--- src/rtl/step_pulse_gen.sv ---
// Single-step clock generator for a CPU: a debounced push-button issues one step clock pulse,
// and a free-run level input issues steps at a fixed period.
module step_pulse_gen #(
  parameter int unsigned DEBOUNCE_CYCLES = 5000,
  parameter int unsigned PULSE_CYCLES    = 16,
  parameter int unsigned RUN_PERIOD      = 50000
) (
  input  logic       clk,
  input  logic       reset,
  input  logic       button,
  input  logic       run,
  output logic       step_clk,
  output logic       step_pulse,
  output logic [7:0] step_count,
  output logic       busy
);

  // The shared counter must reach the larger of the debounce and run-period terminal values.
  localparam int unsigned CntMax = (DEBOUNCE_CYCLES > RUN_PERIOD) ? DEBOUNCE_CYCLES : RUN_PERIOD;
  localparam int unsigned CntW   = (CntMax > 1) ? $clog2(CntMax) : 1;
  localparam int unsigned PwW    = (PULSE_CYCLES > 1) ? $clog2(PULSE_CYCLES) : 1;

  localparam logic [CntW-1:0] DbLast  = CntW'(DEBOUNCE_CYCLES - 1);
  localparam logic [CntW-1:0] RunLast = CntW'(RUN_PERIOD - 1);
  localparam logic [PwW-1:0]  PwLast  = PwW'(PULSE_CYCLES - 1);

  typedef enum logic [1:0] {
    StIdle,
    StPressDb,
    StFire,
    StReleaseWait
  } state_e;

  logic            btn_meta_q, btn_s_q;
  logic            run_meta_q, run_s_q;
  state_e          state_q, state_d;
  logic [CntW-1:0] cnt_q, cnt_d;
  logic [PwW-1:0]  pw_q, pw_d;
  logic            from_run_q, from_run_d;
  logic            step_clk_q, step_clk_d;
  logic            step_pulse_q, step_pulse_d;
  logic [7:0]      step_count_q, step_count_d;

  always_ff @(posedge clk or negedge reset) begin
    if (!reset) begin
      btn_meta_q <= 1'b0;
      btn_s_q    <= 1'b0;
      run_meta_q <= 1'b0;
      run_s_q    <= 1'b0;
    end else begin
      btn_meta_q <= button;
      btn_s_q    <= btn_meta_q;
      run_meta_q <= run;
      run_s_q    <= run_meta_q;
    end
  end

  always_comb begin
    state_d    = state_q;
    cnt_d      = cnt_q;
    pw_d       = pw_q;
    from_run_d = from_run_q;

    unique case (state_q)
      StIdle: begin
        if (run_s_q) begin
          if (cnt_q == RunLast) begin
            state_d    = StFire;
            cnt_d      = '0;
            pw_d       = '0;
            from_run_d = 1'b1;
          end else begin
            cnt_d = cnt_q + 1'b1;
          end
        end else begin
          cnt_d = '0;
          if (btn_s_q) begin
            state_d = StPressDb;
          end
        end
      end
      StPressDb: begin
        if (!btn_s_q) begin
          state_d = StIdle;
          cnt_d   = '0;
        end else if (cnt_q == DbLast) begin
          state_d    = StFire;
          cnt_d      = '0;
          pw_d       = '0;
          from_run_d = 1'b0;
        end else begin
          cnt_d = cnt_q + 1'b1;
        end
      end
      StFire: begin
        // Pulse width depends only on pw_q, so input activity cannot alter it.
        if (pw_q == PwLast) begin
          state_d = from_run_q ? StIdle : StReleaseWait;
          pw_d    = '0;
          cnt_d   = '0;
        end else begin
          pw_d = pw_q + 1'b1;
        end
      end
      StReleaseWait: begin
        if (btn_s_q) begin
          cnt_d = '0;
        end else if (cnt_q == DbLast) begin
          state_d = StIdle;
          cnt_d   = '0;
        end else begin
          cnt_d = cnt_q + 1'b1;
        end
      end
      default: begin
        state_d = StIdle;
        cnt_d   = '0;
        pw_d    = '0;
      end
    endcase

    step_clk_d   = (state_d == StFire);
    step_pulse_d = (state_d == StFire) && (state_q != StFire);
    step_count_d = step_count_q + {7'd0, step_pulse_d};
  end

  always_ff @(posedge clk or negedge reset) begin
    if (!reset) begin
      state_q      <= StIdle;
      cnt_q        <= '0;
      pw_q         <= '0;
      from_run_q   <= 1'b0;
      step_clk_q   <= 1'b0;
      step_pulse_q <= 1'b0;
      step_count_q <= 8'd0;
    end else begin
      state_q      <= state_d;
      cnt_q        <= cnt_d;
      pw_q         <= pw_d;
      from_run_q   <= from_run_d;
      step_clk_q   <= step_clk_d;
      step_pulse_q <= step_pulse_d;
      step_count_q <= step_count_d;
    end
  end

  assign step_clk   = step_clk_q;
  assign step_pulse = step_pulse_q;
  assign step_count = step_count_q;
  assign busy       = (state_q != StIdle);

endmodule

--- config.mk ---
export PLATFORM = sky130hd
export DESIGN_NAME = step_pulse_gen
export DESIGN_NICKNAME = d
export VERILOG_FILES = /design/src/rtl/step_pulse_gen.sv
export SDC_FILE = /design/constraint.sdc
export NUM_CORES = 1
export LEC_CHECK = 0
export ABC_AREA = 1
export CAP_MARGIN = 20
export CORE_MARGIN = 5
export CORE_UTILIZATION = 33
export CTS_CLUSTER_DIAMETER = 100
export DETAILED_ROUTE_END_ITERATION = 16
export GPL_TIMING_DRIVEN = 0
export PLACE_DENSITY = 0.47
export SYNTH_ARGS = -nofsm -noshare
export SYNTH_HDL_FRONTEND = slang
export SYNTH_SLANG_ARGS = --single-unit
--- constraint.sdc ---
create_clock -name clk -period 4.35 [get_ports clk]
set_clock_uncertainty 0.15 [all_clocks]
set_input_delay 0.435 -clock clk [delete_from_list [all_inputs] [get_ports clk]]
set_output_delay 0.435 -clock clk [all_outputs]
set_load 0.1 [all_outputs]
==> metrics.txt <==
Clock Path Buffers 2; clk sinks 37; Final GP Congestion about 0.84; antenna violations before repair 0; layout overhead on the synthesized area 17.9%; CTS tree yes; post-cts sizing count 0; min Tclk post-route about 2.8 ns; pin count of the biggest net entering global routing 38; final setup fails 0; post-CTS setup buffers 0; Int Pwr 763 uW; Avg WL per Cell 11.6 um; DRC 0; die area 7420 um2; Mapped Cells 226; crit path max fanout 4; Tot GR Track Use 11.6%; combinational share of power around 45%; Die W about 86 um; core outline area 5570 um2; CTS clk-pin slew, worst paths approximately 0.080 ns; Pins Over Slew Limit 0; grt total ovfl 0; most frequent cells in the layout nand2_1, dfrtp_1, inv_1; initial drt markers 91; cell area after synthesis 1910 um2; Layout Nets around 260; via count 1454; EDFF count, synth 0; Max H-tree Level 2; CTS Hold Bufs 0; most common cell after layout, fill and taps aside nand2_1; synth unique cells 29; row count 27; layout cell share with drive strength beyond 1 16.1%; Seq pwr share 33.0%; RSZ-0062 raised after global routing no; CP Capture Type register; CP Data Required Time 4.37 ns; Post-synth ARST share between 90% and 100%; Syn Nets 234; HPWL reported at the end of detailed placement 2.72 mm; worst slew pin tran 0.993 ns; Main synth FF type dfrtp_1; Post-Route WL 3.70 mm; Initial Util 34.3%; die height 86.1 um; status complete, no violations; Setup CP Type register to register; Final Util 40.4%; Setup TNS 0 ns; # IOs 15; yosys warns 0; Ant. Diodes 0; startpoint types register; number of global-route vias before repair 1469; period utilization 64.6%; Worst-Skew Late Latency 0.28 ns; sequential element share of the synthesized area between 40% and 50%; post-synthesis register bit count 37; Power Density 626 nW/um2; Hold WC Path Type primary input to async pin; max-capacitance violation count 0; sw frac 46.0%; Vias/cell 4.54; Final Hold Viols 0; Clock power frac 21.6%; drt pass-1 iters 4; peak supply drop 0.000417 V; Post-DRT Antenna Nets 0; IO buf count 14; first-pass GRT wire length 6.88 mm; Slew headroom 33.6%; Leak 1.14 nW; net switching power 648 uW; Max Clk Rate 0.356 GHz; CTS buffer count 5; Mapped Avg Cell Area 8.46 um2; critical path arrival 2.83 ns; Clock Tree Root clkbuf_8; total power 1.41 mW
==> flip-flops by register name, indices dropped and copies added, names as in the netlist <==
register,flops
step_pulse,1
from_run_q,1
state_q,2
run_meta_q,1
cnt_q,16
btn_meta_q,1
run_s_q,1
step_count,8
pw_q,4
btn_s_q,1
step_clk,1
==> layout make-up <==
type	count	area, um2
plain buffers	2	16.3
clock buffers	7	86.3
clock inverters	1	30.0
fillers	574	3320
inverters	38	143
multi-input cells	149	828
flip-flops and latches	37	926
well taps	72	90.1
repair buffers	14	135
==> worst paths after layout <==
kind,endpoint,slack [ns],cells past startpoint,from
max,step_count[7],1.54,14,cnt_q[0]
min,state_q[0],0.09,1,reset
max reg2reg,step_count[7],1.54,14,cnt_q[0]
min reg2reg,btn_s_q,0.20,0,btn_meta_q
max in group asynchronous,cnt_q[11],3.45,1,reset
min in group clk,btn_s_q,0.20,0,btn_meta_q
==> metrics by stage <==
step | instances | hold slack (ns) | cell area, um2 | worst slack (ns)
detailed placement | 312 | 0.188 | 2140 | 1.50
global route | 320 | 0.181 | 2250 | 1.15
CTS | 320 | 0.126 | 2250 | 1.49
floorplan | 226 | -0.0106 | 1910 | 1.55
global placement | 312 | 0.183 | 2140 | 1.47
finish | 320 | 0.0928 | 2250 | 1.54
==> cell families after synthesis <==
family	share of synthesized area, %
fa+ha+maj	2.62
simple gates	29.8
buf+inv	8.31
compound gates	5.43
xor+xnor	5.49
flops	48.4
==> critical path, cell delays in order (launching register included) <==
cell and delay (ns):
dfrtp_1 0.39, ha_1 0.18, nand2_1 0.13, inv_1 0.08, nand2_1 0.07, nor3_1 0.16
nand2_1 0.13, o21ai_2 0.21, nand3_1 0.12, nor2_1 0.15, ha_1 0.20, nand3_1 0.12
nor3_1 0.31, nand3_1 0.15, xnor2_1 0.15
==> metal layers <==
metal | track usage [%] | routed length (um) | up-vias
met2 | 16.4 | 1540 | 12
met5 | 0 | 0 | -
met3 | 2.98 | 94 | 4
met4 | 3.45 | 38 | 0
met1 | 17.2 | 2030 | 682
li1 | - | - | 756
==> cell usage after synthesis, types with 4 or more instances <==
cell,instances,area share [%]
nand3_2,4,2.1
nand3_1,19,5.0
nor2_1,21,4.1
nand4_1,7,2.3
nand2_1,46,9.0
dfrtp_1,37,48
o21ai_1,5,1.3
inv_1,25,4.9
inv_2,13,2.6
nor3_1,6,1.6
xor2_1,10,4.6
ha_1,4,2.6
==> power by group through the flow <==
stage	clock network [mW]	registers, mW	logic [mW]
6_report	0.305	0.465	0.641
5_1_grt	0.331	0.476	0.708
4_1_cts	0.318	0.467	0.651
3_5_place_dp	0	0.473	0.648
3_3_place_gp	0	0.473	0.650
2_1_floorplan	0	0.678	0.283
Power figures use the tool's default switching activity.
